## config.mk

```make
export PLATFORM = sky130hd
export DESIGN_NAME = groovy_cmd_sched_flat
export DESIGN_NICKNAME = d
export VERILOG_FILES = /design/src/rtl/groovy_cmd_sched_if.sv /design/src/rtl/groovy_cmd_sched.sv /design/src/flat_wrapper.sv
export SDC_FILE = /design/constraint.sdc
export NUM_CORES = 1
export LEC_CHECK = 0
export BUFFER_PORTS_ARGS = -buffer_cell sky130_fd_sc_hd__buf_2
export CELL_PAD_IN_SITES_DETAIL_PLACEMENT = 0
export CELL_PAD_IN_SITES_GLOBAL_PLACEMENT = 2
export CORE_MARGIN = 2
export CORE_UTILIZATION = 33
export CTS_BUF_LIST = sky130_fd_sc_hd__clkbuf_8 sky130_fd_sc_hd__clkbuf_16
export CTS_CLUSTER_DIAMETER = 150
export DETAILED_ROUTE_END_ITERATION = 7
export PLACE_DENSITY = 0.92
export REMOVE_ABC_BUFFERS = 1
export SLEW_MARGIN = 20
export SYNTH_ARGS = -nofsm -noshare
export SYNTH_HDL_FRONTEND = slang
export SYNTH_SLANG_ARGS = --single-unit
```

## constraint.sdc

```tcl
create_clock -name clk_sys -period 4.45 [get_ports clk_sys]
set_clock_uncertainty 0.15 [all_clocks]
set_input_delay 0.89 -clock clk_sys [delete_from_list [all_inputs] [get_ports clk_sys]]
set_output_delay 0.89 -clock clk_sys [all_outputs]
set_load 0.02 [all_outputs]
```

## src/rtl/groovy_cmd_sched_if.sv

```systemverilog
// Bundle of HPS request/ack levels and DDR engine job signals for groovy_cmd_sched.
// Latency: none; wires only. master = scheduler side, slave = HPS/engine side.
// Backpressure: cmd_* levels are held by the requester until the matching reset_* pulse.
// Optional: GROOVY_SCHED_STATS_EN adds the 64-bit sched_stats bus.
interface groovy_cmd_sched_if;
  logic        cmd_switchres;
  logic        cmd_audio;
  logic        cmd_blit;
  logic        cmd_blit_lz4;
  logic        lz4_AB;
  logic [31:0] lz4_size;
  logic        vram_ready;
  logic        eng_done;
  logic        eng_start;
  logic [1:0]  eng_sel;
  logic        eng_lz4_AB;
  logic [31:0] eng_lz4_size;
  logic        reset_switchres;
  logic        reset_audio;
  logic        reset_blit;
  logic        reset_blit_lz4;
  logic        busy;
  logic        timeout_err;
`ifdef GROOVY_SCHED_STATS_EN
  logic [63:0] sched_stats;

  modport master (
    input  cmd_switchres, cmd_audio, cmd_blit, cmd_blit_lz4, lz4_AB, lz4_size,
           vram_ready, eng_done,
    output eng_start, eng_sel, eng_lz4_AB, eng_lz4_size, reset_switchres, reset_audio,
           reset_blit, reset_blit_lz4, busy, timeout_err, sched_stats
  );

  modport slave (
    output cmd_switchres, cmd_audio, cmd_blit, cmd_blit_lz4, lz4_AB, lz4_size,
           vram_ready, eng_done,
    input  eng_start, eng_sel, eng_lz4_AB, eng_lz4_size, reset_switchres, reset_audio,
           reset_blit, reset_blit_lz4, busy, timeout_err, sched_stats
  );
`else
  modport master (
    input  cmd_switchres, cmd_audio, cmd_blit, cmd_blit_lz4, lz4_AB, lz4_size,
           vram_ready, eng_done,
    output eng_start, eng_sel, eng_lz4_AB, eng_lz4_size, reset_switchres, reset_audio,
           reset_blit, reset_blit_lz4, busy, timeout_err
  );

  modport slave (
    output cmd_switchres, cmd_audio, cmd_blit, cmd_blit_lz4, lz4_AB, lz4_size,
           vram_ready, eng_done,
    input  eng_start, eng_sel, eng_lz4_AB, eng_lz4_size, reset_switchres, reset_audio,
           reset_blit, reset_blit_lz4, busy, timeout_err
  );
`endif
endinterface

```

## src/rtl/groovy_cmd_sched.sv

```systemverilog
// Arbitrates HPS commands (switchres/audio/blit/blit_lz4) onto the single DDR engine, one job at a time.
// Latency: request -> eng_start 1 cycle; eng_done -> reset_* ack 1 cycle; watchdog aborts after TIMEOUT_CYC WAIT cycles.
// Backpressure: requests are levels held until acked; anything arriving while busy waits for IDLE.
// Optional: define GROOVY_SCHED_STATS_EN for saturating grant/timeout counters on sched_stats.
module groovy_cmd_sched #(
  parameter int          TW          = 24,
  parameter logic [TW-1:0] TIMEOUT_CYC = TW'(5_000_000)
) (
  input  logic               clk_sys,
  input  logic               reset,
  groovy_cmd_sched_if.master bus
);

  localparam logic [1:0] SEL_SWITCHRES = 2'd0;
  localparam logic [1:0] SEL_AUDIO     = 2'd1;
  localparam logic [1:0] SEL_BLIT      = 2'd2;
  localparam logic [1:0] SEL_BLIT_LZ4  = 2'd3;

  // Last value the watchdog reaches before it gives up on the job.
  localparam logic [TW-1:0] WD_LIMIT = TIMEOUT_CYC - TW'(1);

  typedef enum logic [1:0] {
    S_IDLE,
    S_START,
    S_WAIT,
    S_ACK
  } state_t;

  state_t        state;
  logic          rr_video;   // 1: video wins the next audio-vs-video tie
  logic [TW-1:0] wd;

  logic          video_ok;
  logic [1:0]    video_sel;
  logic          grant_vld;
  logic [1:0]    grant_sel;
  logic          wd_expire;

  // Pick the next job from the live request levels; only acted on in IDLE.
  always_comb begin
    video_ok  = bus.vram_ready & (bus.cmd_blit | bus.cmd_blit_lz4);
    video_sel = bus.cmd_blit_lz4 ? SEL_BLIT_LZ4 : SEL_BLIT;
    grant_vld = 1'b1;
    grant_sel = SEL_SWITCHRES;
    if (bus.cmd_switchres) begin
      grant_sel = SEL_SWITCHRES;
    end else if (bus.cmd_audio && video_ok) begin
      grant_sel = rr_video ? video_sel : SEL_AUDIO;
    end else if (bus.cmd_audio) begin
      grant_sel = SEL_AUDIO;
    end else if (video_ok) begin
      grant_sel = video_sel;
    end else begin
      grant_vld = 1'b0;
    end
  end

  // A zero TIMEOUT_CYC disables the watchdog entirely.
  assign wd_expire = (TIMEOUT_CYC != '0) && (wd == WD_LIMIT);

  // Job sequencer: grant, strobe the engine, wait for completion or abort, ack the requester.
  always_ff @(posedge clk_sys or posedge reset) begin
    if (reset) begin
      state            <= S_IDLE;
      rr_video         <= 1'b0;
      wd               <= '0;
      bus.eng_start    <= 1'b0;
      bus.eng_sel      <= SEL_SWITCHRES;
      bus.eng_lz4_AB   <= 1'b0;
      bus.eng_lz4_size <= '0;
      bus.reset_switchres <= 1'b0;
      bus.reset_audio     <= 1'b0;
      bus.reset_blit      <= 1'b0;
      bus.reset_blit_lz4  <= 1'b0;
      bus.busy         <= 1'b0;
      bus.timeout_err  <= 1'b0;
    end else begin
      bus.eng_start       <= 1'b0;
      bus.reset_switchres <= 1'b0;
      bus.reset_audio     <= 1'b0;
      bus.reset_blit      <= 1'b0;
      bus.reset_blit_lz4  <= 1'b0;
      case (state)
        S_IDLE: begin
          if (grant_vld) begin
            bus.eng_sel      <= grant_sel;
            bus.eng_lz4_AB   <= bus.lz4_AB;
            bus.eng_lz4_size <= bus.lz4_size;
            bus.eng_start    <= 1'b1;
            bus.busy         <= 1'b1;
            if (grant_sel != SEL_SWITCHRES) begin
              rr_video <= ~rr_video;
            end
            state <= S_START;
          end
        end
        S_START: begin
          wd    <= '0;
          state <= S_WAIT;
        end
        S_WAIT: begin
          if (bus.eng_done || wd_expire) begin
            // A done on the limit cycle still counts as a clean completion.
            if (!bus.eng_done) begin
              bus.timeout_err <= 1'b1;
            end
            bus.reset_switchres <= (bus.eng_sel == SEL_SWITCHRES);
            bus.reset_audio     <= (bus.eng_sel == SEL_AUDIO);
            bus.reset_blit      <= (bus.eng_sel == SEL_BLIT);
            bus.reset_blit_lz4  <= (bus.eng_sel == SEL_BLIT_LZ4);
            state <= S_ACK;
          end else begin
            wd <= wd + TW'(1);
          end
        end
        S_ACK: begin
          bus.busy <= 1'b0;
          state    <= S_IDLE;
        end
        default: begin
          state <= S_IDLE;
        end
      endcase
    end
  end

`ifdef GROOVY_SCHED_STATS_EN
  logic [15:0] grants_switchres;
  logic [15:0] grants_audio;
  logic [15:0] grants_video;
  logic [15:0] timeouts;

  function automatic logic [15:0] sat_inc(input logic [15:0] v);
    return (v == 16'hFFFF) ? v : v + 16'd1;
  endfunction

  // Saturating per-class grant counters (counted in START) and abort counter.
  always_ff @(posedge clk_sys or posedge reset) begin
    if (reset) begin
      grants_switchres <= '0;
      grants_audio     <= '0;
      grants_video     <= '0;
      timeouts         <= '0;
    end else begin
      if (state == S_START) begin
        case (bus.eng_sel)
          SEL_SWITCHRES: grants_switchres <= sat_inc(grants_switchres);
          SEL_AUDIO:     grants_audio     <= sat_inc(grants_audio);
          default:       grants_video     <= sat_inc(grants_video);
        endcase
      end
      if (state == S_WAIT && !bus.eng_done && wd_expire) begin
        timeouts <= sat_inc(timeouts);
      end
    end
  end

  assign bus.sched_stats = {grants_switchres, grants_audio, grants_video, timeouts};
`endif

endmodule

```

## src/flat_wrapper.sv

```systemverilog
// flat-port wrapper written by rule: the top's interface ports become plain ports
module groovy_cmd_sched_flat 
#(
  parameter int          TW          = 24,
  parameter logic [TW-1:0] TIMEOUT_CYC = TW'(5_000_000)
)
  (clk_sys, reset, bus_cmd_switchres, bus_cmd_audio, bus_cmd_blit, bus_cmd_blit_lz4, bus_lz4_AB, bus_lz4_size, bus_vram_ready, bus_eng_done, bus_eng_start, bus_eng_sel, bus_eng_lz4_AB, bus_eng_lz4_size, bus_reset_switchres, bus_reset_audio, bus_reset_blit, bus_reset_blit_lz4, bus_busy, bus_timeout_err);
  groovy_cmd_sched_if bus_i ();
  input  logic clk_sys;
  input  logic reset;
  input wire logic [$bits(bus_i.cmd_switchres)-1:0] bus_cmd_switchres;
  input wire logic [$bits(bus_i.cmd_audio)-1:0] bus_cmd_audio;
  input wire logic [$bits(bus_i.cmd_blit)-1:0] bus_cmd_blit;
  input wire logic [$bits(bus_i.cmd_blit_lz4)-1:0] bus_cmd_blit_lz4;
  input wire logic [$bits(bus_i.lz4_AB)-1:0] bus_lz4_AB;
  input wire logic [$bits(bus_i.lz4_size)-1:0] bus_lz4_size;
  input wire logic [$bits(bus_i.vram_ready)-1:0] bus_vram_ready;
  input wire logic [$bits(bus_i.eng_done)-1:0] bus_eng_done;
  output wire logic [$bits(bus_i.eng_start)-1:0] bus_eng_start;
  output wire logic [$bits(bus_i.eng_sel)-1:0] bus_eng_sel;
  output wire logic [$bits(bus_i.eng_lz4_AB)-1:0] bus_eng_lz4_AB;
  output wire logic [$bits(bus_i.eng_lz4_size)-1:0] bus_eng_lz4_size;
  output wire logic [$bits(bus_i.reset_switchres)-1:0] bus_reset_switchres;
  output wire logic [$bits(bus_i.reset_audio)-1:0] bus_reset_audio;
  output wire logic [$bits(bus_i.reset_blit)-1:0] bus_reset_blit;
  output wire logic [$bits(bus_i.reset_blit_lz4)-1:0] bus_reset_blit_lz4;
  output wire logic [$bits(bus_i.busy)-1:0] bus_busy;
  output wire logic [$bits(bus_i.timeout_err)-1:0] bus_timeout_err;
  assign bus_i.cmd_switchres = bus_cmd_switchres;
  assign bus_i.cmd_audio = bus_cmd_audio;
  assign bus_i.cmd_blit = bus_cmd_blit;
  assign bus_i.cmd_blit_lz4 = bus_cmd_blit_lz4;
  assign bus_i.lz4_AB = bus_lz4_AB;
  assign bus_i.lz4_size = bus_lz4_size;
  assign bus_i.vram_ready = bus_vram_ready;
  assign bus_i.eng_done = bus_eng_done;
  assign bus_eng_start = bus_i.eng_start;
  assign bus_eng_sel = bus_i.eng_sel;
  assign bus_eng_lz4_AB = bus_i.eng_lz4_AB;
  assign bus_eng_lz4_size = bus_i.eng_lz4_size;
  assign bus_reset_switchres = bus_i.reset_switchres;
  assign bus_reset_audio = bus_i.reset_audio;
  assign bus_reset_blit = bus_i.reset_blit;
  assign bus_reset_blit_lz4 = bus_i.reset_blit_lz4;
  assign bus_busy = bus_i.busy;
  assign bus_timeout_err = bus_i.timeout_err;
  groovy_cmd_sched #(.TW(TW), .TIMEOUT_CYC(TIMEOUT_CYC)) u_core (.clk_sys(clk_sys), .reset(reset), .bus(bus_i));
endmodule
```

==> impl_metrics.py, run 1 <==
metrics = {
    "synthesis": {
        "synth_top_area_share": 0.573,
        "synth-edff-count": 0,
        "synth_warnings": 0,
        "ys_seq_elements": 69,
        "synth_top_cell_by_area": "dfrtp_1",
        "ys_seq_area_frac": 0.573,
        "synth_flop_cell": "dfrtp_1",
        "synth.area.top_cells": "dfrtp_1 (57%), nand2_1 (16%), mux2i_1 (3.3%)",
        "avgSynthCellArea_um2": 9.45,
        "synth_area_um2": 3010,
        "synth_cell_types": 38,
        "synthArstFlopShare": 1.00,
        "syn_inst": 319,
    },
    "sta": {
        "setup_tns_ns": 0,
        "max_freq_mhz": 397,
        "relSlewSlack": 0.505,
        "timing.final.crit_share": 0.566,
        "hold_viol": 0,
        "period_needed_ns": 2.52,
        "final-setup-viol-count": 0,
        "worstMarginPinSlew_ns": 0.743,
        "maxSlewViolCount": 0,
        "rsz0062_at_grt": "false",
        "setup_ws_ns": 1.93,
        "hold_ws_ns": 0.327,
    },
    "placement": {
        "place.gp.congestion": 0.715,
        "dp_hpwl_um": 4650,
        "numPortBuffers": 82,
        "dp_worst_setup_slack_ns": 1.57,
    },
    "floorplanning": {
        "die_x_um": 99.6,
        "fp.coreArea_um2": 8810,
        "io_pins": 83,
        "dieArea_um2": 9910,
        "start_util": 0.342,
        "row_count": 34,
        "die_h_um": 99.6,
    },
    "run": {
        "cap_violations": 0,
    },
    "clock_tree": {
        "htreeDepth": 3,
        "cts_hold_buf": 0,
        "cts_buffers": 9,
        "cts.clk_slew.worst_paths_ns": 0.07,
        "cts_tree": "yes",
        "postCtsSetupRepairBufs": 0,
        "clock_latency_ns": 0.34,
        "post_cts_resized": 0,
        "cts.sinks": 69,
        "cts_root_buf": "clkbuf_8",
        "clk_path_buf_depth": 2,
    },
    "final_layout": {
        "fill_cells": 864,
        "final_common_cell": "nand2_1",
        "nNetsFinal": 451,
        "syn2layout_area_growth_pct": 24.8,
        "drive_above_1_share": 0.256,
        "layout_common_cells": "nand2_1 (125), buf_2 (82), dfrtp_1 (69)",
        "insertedDiodeCount": 0,
    },
    "detailed_routing": {
        "drc": 0,
        "num_vias": 2429,
        "wirelength_um": 6650,
        "via_per_inst": 4.69,
        "wl_per_cell_um": 12.8,
        "drt_pass1_iterations": 4,
        "drt_iter0_markers": 104,
        "ant_nets": 0,
    },
    "run_status": {
        "status": "completed",
    },
    "grt": {
        "grt_overflow_total": 0,
        "grt_pass1_wl_um": 11600,
        "grt_max_degree": 36,
        "grt_pass1_vias": 2536,
        "antenna_found_initial": 0,
        "track_usage": 0.143,
    },
    "worst_setup_path": {
        "cp_max_fo": 35,
        "reg2reg_to": "u_core.state[1]",
        "r2r_cells": 6,
        "critPathCaptureType": "register",
        "crit_type": "primary input to register",
        "reg2reg_from": "u_core.wd[0]",
        "required_ns": 4.52,
        "worstSetupStartpointType": "primary input",
        "crit_path_start": "bus_cmd_blit",
        "worstPathArrival_ns": 2.59,
        "r2r_slack_ns": 1.99,
    },
    "power_and_ir_drop": {
        "p_leak_uw": 0.00199,
        "swShare": 0.395,
        "power_frac_comb": 0.363,
        "clkPwrFrac": 0.241,
        "p_int_uw": 1440,
        "peakVddDrop_mv": 0.256,
        "p_seq_frac": 0.396,
        "power_uw": 2380,
        "p_switching_uw": 941,
        "p_per_area_nw_per_um2": 632,
    },
    "worst_hold_path": {
        "hold_class": "register to register",
        "worstHoldPathCells": 2,
        "min_from": "u_core.bus.timeout_err",
        "hold_end": "u_core.bus.timeout_err",
    },
}
==> worst max-delay path, cell delays in order <==
cell	delay, ns
buf_2	0.10
o21ai_0	0.40
nand2_1	0.09
nand2_1	0.09
buf_4	0.34
clkinv_1	0.23
buf_4	0.28
nand2_1	0.11
nand2_1	0.05
==> through the flow <==
stage	instance area [um^2]	utilization	cells
floorplan	2970	-	309
global route	3760	0.427	518
finish	3760	0.427	518
global placement	3540	0.402	502
detailed placement	3540	0.402	502
CTS	3760	0.427	518
==> cells in the mapped netlist (2+ instances only) <==
| library cell | n |
|---|---|
| o211ai_1 | 2 |
| nand2_1 | 125 |
| dfrtp_1 | 69 |
| nand4_1 | 4 |
| nor2_1 | 13 |
| and3_1 | 5 |
| nor2b_1 | 2 |
| o21ai_0 | 13 |
| o31ai_1 | 4 |
| mux2i_1 | 10 |
| nand3_1 | 16 |
| ha_1 | 5 |
| nand2b_1 | 3 |
| clkbuf_1 | 8 |
| inv_1 | 6 |
| nor4b_1 | 2 |
| nor3b_1 | 2 |
| nor4_1 | 4 |
| xor2_1 | 5 |
| nor3_1 | 2 |
| and4_1 | 2 |
==> how the worst max path moves through the flow <==
stage	cells past startpoint	to	slack, ns
3_3_place_gp	9	u_core.bus.eng_lz4_size[24]	1.65
6_report	9	u_core.bus.eng_lz4_size[26]	1.93
5_1_grt	9	u_core.bus.eng_lz4_size[0]	1.71
4_1_cts	9	u_core.bus.eng_lz4_size[27]	1.94
2_1_floorplan	6	u_core.bus.busy	1.26
3_5_place_dp	9	u_core.bus.eng_lz4_size[27]	1.57
==> flip-flops by register name (all words and copies together) (netlist names), 2 cells and up <==
name / flops
u_core.wd: 24
u_core.bus.eng_sel: 2
u_core.state: 2
u_core.bus.eng_lz4_size: 32
==> kinds of logic (layout without fill, tap and decap cells) <==
group	Yosys count	after routing	share of synthesized area
xor gates and xnor gates	6	6	0.0174
DFF	69	69	0.573
and+or+nand+nor	186	186	0.274
AOI/OAI and AO/OA	25	25	0.0544
adders and majority gates	5	5	0.0208
muxes	11	11	0.0369
buffers and inverters	17	108	0.0237
==> cell type report <==
cell class | count | area [um^2] | share of cell area
flip-flops and latches | 69 | 1730 | 0.459
multi-input cells | 233 | 1220 | 0.323
repair buffers | 85 | 433 | 0.115
clock buffers | 10 | 138 | 0.0366
well taps | 108 | 135 | 0.0359
clock inverters | 6 | 87.6 | 0.0233
inverters | 7 | 26.3 | 0.00698
==> routing by layer <==
metal,part of all wire,global-route usage,up-vias,wire length [um]
met4,0.0077,0.0348,0,51
met5,0,0,-,0
met2,0.44,0.224,69,2930
met1,0.46,0.183,1128,3080
met3,0.088,0.0647,5,586
li1,-,-,1227,-
==> power groups by stage <==
stage          clock [uW]  sequential (uW)  combinational (uW)
2_1_floorplan           0             1150                 357
3_3_place_gp            0              949                 866
3_5_place_dp            0              949                 884
4_1_cts               588              945                 882
5_1_grt               612              972                 973
6_report              573              942                 863
Power figures use the tool's default switching activity.
==> inputs of run 2 (changes only) <==
--- a/config.mk
+++ b/config.mk
@@ -9,11 +9,11 @@
 export CELL_PAD_IN_SITES_DETAIL_PLACEMENT = 0
 export CELL_PAD_IN_SITES_GLOBAL_PLACEMENT = 2
 export CORE_MARGIN = 2
-export CORE_UTILIZATION = 33
+export CORE_UTILIZATION = 28
 export CTS_BUF_LIST = sky130_fd_sc_hd__clkbuf_8 sky130_fd_sc_hd__clkbuf_16
 export CTS_CLUSTER_DIAMETER = 150
 export DETAILED_ROUTE_END_ITERATION = 7
-export PLACE_DENSITY = 0.92
+export PLACE_DENSITY = 0.84
 export REMOVE_ABC_BUFFERS = 1
 export SLEW_MARGIN = 20
 export SYNTH_ARGS = -nofsm -noshare
==> constraint.sdc (replaced) <==
create_clock -name clk_sys -period 2.1 [get_ports clk_sys]
set_clock_uncertainty 0.15 [all_clocks]
set_input_delay 0.42 -clock clk_sys [delete_from_list [all_inputs] [get_ports clk_sys]]
set_output_delay 0.42 -clock clk_sys [all_outputs]
set_load 0.02 [all_outputs]
==> run 2 against run 1 <==
  * Cell count is 11% higher
  * Via count is 5.6% higher
  * Wire length is 8.3% higher
  * Utilization is 3.1 points lower
  * Non-clock buffer count is 30 higher
  * Largest cell class unchanged
  * Sequential share of layout area is 3.8 points lower
  * Critical endpoint is now u_core.state[1]
==> impl_metrics.py, run 2 (synthesized netlist as in run 1, its figures left out) <==
metrics = {
    "final_layout": {
        "insertedDiodeCount": 0,
        "fill_cells": 1084,
        "final_area_um2": 4100,
        "top_regs": "u_core.bus.eng_lz4_size: 32 flops, u_core.wd: 24 flops",
        "largest_register_ffs": 32,
        "layout_common_cells": "nand2_1 (125), buf_2 (82), dfrtp_1 (69)",
        "fin_cells": 576,
        "drive_above_1_share": 0.320,
        "regMostFlops": "u_core.bus.eng_lz4_size",
        "syn2layout_area_growth_pct": 36.2,
        "final_common_cell": "nand2_1",
        "nNetsFinal": 481,
    },
    "placement": {
        "placed_area_um2": 3780,
        "dp_cells": 556,
        "place.gp.congestion": 0.743,
        "dp_hpwl_um": 5090,
        "numPortBuffers": 82,
    },
    "sta": {
        "worstMarginPinSlew_ns": 0.538,
        "hold_viol": 0,
        "timing.final.crit_share": 0.967,
        "rsz0062_at_grt": "true",
        "final-setup-viol-count": 0,
        "relSlewSlack": 0.641,
        "setup_tns_ns": 0,
        "period_needed_ns": 2.03,
        "maxSlewViolCount": 0,
        "hold_ws_ns": 0.104,
        "max_freq_mhz": 493,
    },
    "floorplanning": {
        "die_x_um": 108,
        "dieArea_um2": 11600,
        "row_count": 37,
        "die_h_um": 108,
        "io_pins": 83,
        "fp.coreArea_um2": 10400,
        "start_util": 0.291,
    },
    "grt": {
        "grt_overflow_total": 0,
        "grt_pass1_wl_um": 12500,
        "grt_max_degree": 36,
        "antenna_found_initial": 0,
        "grt_pass1_vias": 2670,
        "track_usage": 0.137,
    },
    "power_and_ir_drop": {
        "power_uw": 5410,
        "p_per_area_nw_per_um2": 1320,
        "peakVddDrop_mv": 0.637,
        "p_leak_uw": 0.00216,
    },
    "worst_setup_path": {
        "worstSetupStartpointType": "register",
        "cp_max_fo": 4,
        "crit_type": "register to register",
        "worstPathArrival_ns": 2.12,
        "reg2reg_to": "u_core.state[1]",
        "r2r_slack_ns": 0.07,
        "cp_top_family": "simple AND/OR/NAND/NOR gates",
        "critPathCaptureType": "register",
        "critPathMaxStageDelay_ns": 0.53,
        "reg2reg_from": "u_core.wd[17]",
        "crit_buf_inv": 0,
        "slowest_stage": "or4_4",
        "required_ns": 2.19,
        "r2r_cells": 5,
        "critical_path.cell_chain": "nand4b_1, or4_4, o21ba_4, nor2_2, mux2_2",
    },
    "clock_tree": {
        "cts_root_buf": "clkbuf_8",
        "cts.sinks": 69,
        "cts_buffers": 9,
        "clk_path_buf_depth": 2,
        "cts_tree": "yes",
        "cts.clk_slew.worst_paths_ns": 0.08,
        "clock_latency_ns": 0.35,
        "htreeDepth": 3,
    },
    "detailed_routing": {
        "drt_iter0_markers": 92,
        "ant_nets": 0,
        "via_per_inst": 4.45,
        "drc": 0,
        "drt_pass1_iterations": 4,
        "wirelength_um": 7200,
        "num_vias": 2566,
        "wl_per_cell_um": 12.5,
    },
    "run_status": {
        "status": "completed",
    },
    "worst_hold_path": {
        "hold_end": "u_core.bus.eng_lz4_size[24]",
        "worstHoldPathCells": 3,
        "min_from": "bus_lz4_size[24]",
        "hold_class": "primary input to register",
    },
    "run": {
        "cap_violations": 0,
    },
}
==> run 2: changes by cell type in the layout (fill, tap and decap cells not counted), sizes merged <==
cell and delta:
clkbuf +1, buf +29, clkinvlp -1, bufinv +1, dlygate4sd3 +1, inv -1
==> run 2: layer usage <==
layer / global-route usage / up-vias / share of wire
li1: - / 1293 / -
met1: 0.168 / 1195 / 0.45
met2: 0.212 / 67 / 0.45
met3: 0.0527 / 11 / 0.077
met4: 0.0659 / 0 / 0.023
met5: 0 / - / 0
==> run 2: cell type report <==
class	instances	area, um^2	area share
timing repair buffer	115	677	0.165
clock inverter	5	106	0.0259
inverter	7	26.3	0.00640
clock buffer	11	151	0.0369
tap	136	170	0.0415
sequential	69	1730	0.421
multi-input combinational	233	1250	0.304
==> run 2: how the worst max path moves through the flow <==
stage             startpoint              end  slack, ns  cells after the start
4_1_cts         u_core.wd[0]     u_core.wd[4]      0.003                      7
3_5_place_dp    u_core.wd[0]  u_core.state[1]      -0.07                      6
6_report       u_core.wd[17]  u_core.state[1]       0.07                      5
2_1_floorplan   bus_cmd_blit  u_core.bus.busy      -0.62                      6
3_3_place_gp    u_core.wd[0]  u_core.state[1]      -0.05                      6
5_1_grt        u_core.wd[17]     u_core.wd[4]     -0.004                      6
==> run 2: what timing repair did <==
action	in CTS	in global routing
hold endpoints to repair	23	0
hold buffers	1	0
gates resized for setup	3	6
buffers inserted	2	1
setup endpoints to repair	3	11
pin swaps	1	4
==> run 2: tightest hold or removal path, stage by stage <==
cell and delay (ns):
buf_2 0.07, nand2_1 0.04, nand2_1 0.04
==> run 2: per-stage QoR <==
| stage | utilization | worst slack (ns) |
|---|---|---|
| after floorplan | - | -0.615 |
| after global placement | 0.365 | -0.0506 |
| after detailed placement | 0.365 | -0.0677 |
| after CTS | 0.393 | 0.00284 |
| after global routing | 0.396 | -0.00371 |
| final | 0.396 | 0.0701 |
==> run 2: report_power, final <==
group,total (uW),leakage (uW),internal (uW),switching (uW)
clock,1380,0.000126,856,522
sequential,1980,0.000890,1750,229
combinational,2060,0.00115,750,1310
==> inputs of run 3 (changes only) <==
--- a/config.mk
+++ b/config.mk
@@ -14,7 +14,6 @@
 export CTS_CLUSTER_DIAMETER = 150
 export DETAILED_ROUTE_END_ITERATION = 7
 export PLACE_DENSITY = 0.84
-export REMOVE_ABC_BUFFERS = 1
 export SLEW_MARGIN = 20
 export SYNTH_ARGS = -nofsm -noshare
 export SYNTH_HDL_FRONTEND = slang
==> run 3 against run 2 <==
  * Total power is 5.8% lower
  * Die area stayed put
  * Fmax rose by 0.76%
  * Sequential cell count is the same
  * Clock power down 18%
  * Wire length shrank 3.3%
  * Largest cell class unchanged
==> impl_metrics.py, run 3 (synthesized netlist as in run 1, its figures left out) <==
metrics = {
    "run_status": {
        "status": "completed",
    },
    "sta": {
        "rsz0062_at_grt": "false",
        "maxSlewViolCount": 0,
        "hold_viol": 0,
        "max_freq_mhz": 496,
        "timing.final.crit_share": 0.959,
        "worstMarginPinSlew_ns": 0.376,
        "final-setup-viol-count": 0,
        "hold_ws_ns": 0.0183,
        "period_needed_ns": 2.01,
        "relSlewSlack": 0.749,
        "setup_tns_ns": 0,
    },
    "worst_setup_path": {
        "worstSetupStartpointType": "register",
        "crit_type": "register to register",
        "critical_path.cell_chain": "ha_2, nand3_2, or4_4, o21ba_4, nor2_4, mux2_4",
        "cp_top_family": "simple AND/OR/NAND/NOR gates",
        "cp_max_fo": 9,
        "critPathCaptureType": "register",
        "slowest_stage": "or4_4",
        "critPathMaxStageDelay_ns": 0.45,
        "r2r_slack_ns": 0.09,
        "crit_buf_inv": 0,
        "worstPathArrival_ns": 2.08,
        "required_ns": 2.17,
    },
    "placement": {
        "place.gp.congestion": 0.780,
        "dp_cells": 544,
        "numPortBuffers": 82,
        "dp_hpwl_um": 4850,
    },
    "final_layout": {
        "ff_latch_area_um2": 1730,
        "regMostFlops": "u_core.bus.eng_lz4_size",
        "multi_input_area_um2": 1250,
        "top_regs": "u_core.bus.eng_lz4_size: 32 flops, u_core.wd: 24 flops",
        "nNetsFinal": 468,
        "final_common_cell": "nand2_1",
        "layout_common_cells": "nand2_1 (125), buf_2 (82), dfrtp_1 (69)",
        "largest_register_ffs": 32,
        "fin_util": 0.382,
        "drive_above_1_share": 0.295,
        "fill_cells": 1088,
        "syn2layout_area_growth_pct": 31.6,
        "insertedDiodeCount": 0,
        "fin_cells": 563,
    },
    "floorplanning": {
        "dieArea_um2": 11600,
        "fp.coreArea_um2": 10400,
        "start_util": 0.291,
        "die_x_um": 108,
        "row_count": 37,
        "die_h_um": 108,
        "io_pins": 83,
    },
    "clock_tree": {
        "cts.clk_slew.worst_paths_ns": 0.07,
        "clk_path_buf_depth": 2,
        "cts_hold_buf": 0,
        "cts.sinks": 69,
        "htreeDepth": 3,
        "clock_latency_ns": 0.33,
        "cts_tree": "yes",
        "cts_buffers": 9,
        "cts_root_buf": "clkbuf_8",
    },
    "synthesis": {
        "syn_nets": 365,
    },
    "detailed_routing": {
        "drt_pass1_iterations": 4,
        "via_per_inst": 4.48,
        "wirelength_um": 6960,
        "drt_iter0_markers": 111,
        "wl_per_cell_um": 12.4,
        "ant_nets": 0,
        "drc": 0,
        "num_vias": 2524,
    },
    "grt": {
        "grt_max_degree": 70,
        "grt_pass1_vias": 2537,
        "grt_overflow_total": 0,
        "antenna_found_initial": 0,
        "track_usage": 0.127,
        "grt_pass1_wl_um": 11600,
    },
    "worst_hold_path": {
        "hold_class": "primary input to async pin",
    },
    "power_and_ir_drop": {
        "peakVddDrop_mv": 0.609,
        "p_per_area_nw_per_um2": 1290,
        "p_leak_uw": 0.00209,
    },
    "run": {
        "cap_violations": 0,
    },
}
-- run 3: cell types whose count changed in the layout (fill, tap and decap cells not counted), sizes merged --
cell and change:
buf -12, clkbuf -2, clkinv +2, bufinv -1, dlygate4sd3 -1, inv +1
-- run 3: per-stage QoR --
step / setup WS, ns / area, um^2 / power [uW]
after floorplan: 0.00753 / 3040 / 3260
final: 0.0855 / 3970 / 5100
after global placement: 0.0720 / 3730 / 3960
after CTS: 0.0260 / 3930 / 5140
after detailed placement: 0.0314 / 3730 / 3990
after global routing: 0.00663 / 3970 / 5500
-- run 3: final cells by class --
| type | count | share of cell area |
|---|---|---|
| sequential | 69 | 0.435 |
| multi-input combinational | 233 | 0.315 |
| inverter | 7 | 0.00757 |
| timing repair buffer | 102 | 0.148 |
| clock buffer | 9 | 0.0312 |
| tap | 136 | 0.0429 |
| clock inverter | 7 | 0.0208 |
-- run 3: worst paths after layout --
path | cells past startpoint | end | start
max in group asynchronous | 3 | u_core.bus.eng_lz4_size[21] | reset
worst max register to register | 6 | u_core.state[1] | u_core.wd[1]
worst min-delay path | 3 | u_core.bus.eng_lz4_AB | reset
min in group clk_sys | 3 | u_core.bus.eng_lz4_size[5] | bus_lz4_size[5]
worst min register to register | 2 | u_core.bus.eng_lz4_size[30] | u_core.bus.eng_lz4_size[30]
worst max-delay path | 6 | u_core.state[1] | u_core.wd[1]
-- run 3: power breakdown --
part,internal (uW),switching [uW],total [uW]
logic,706,1270,1970
registers,1750,252,2000
clock network,654,473,1130
total,3110,1990,5100
-- run 3: timing repair --
item,4_1_cts,5_1_grt
setup buffers,0,3
gates resized for setup,0,2
setup endpoints to repair,0,3
-- run 3: metal layers --
layer,track usage,share of wire
met1,0.159,0.47
met2,0.194,0.44
met3,0.0472,0.074
met4,0.0577,0.011
met5,0,0
-- run 3: worst min-delay path, delay by kind of cell --
family | cells | cell delay [ns]
buffers and inverters | 3 | 0.48
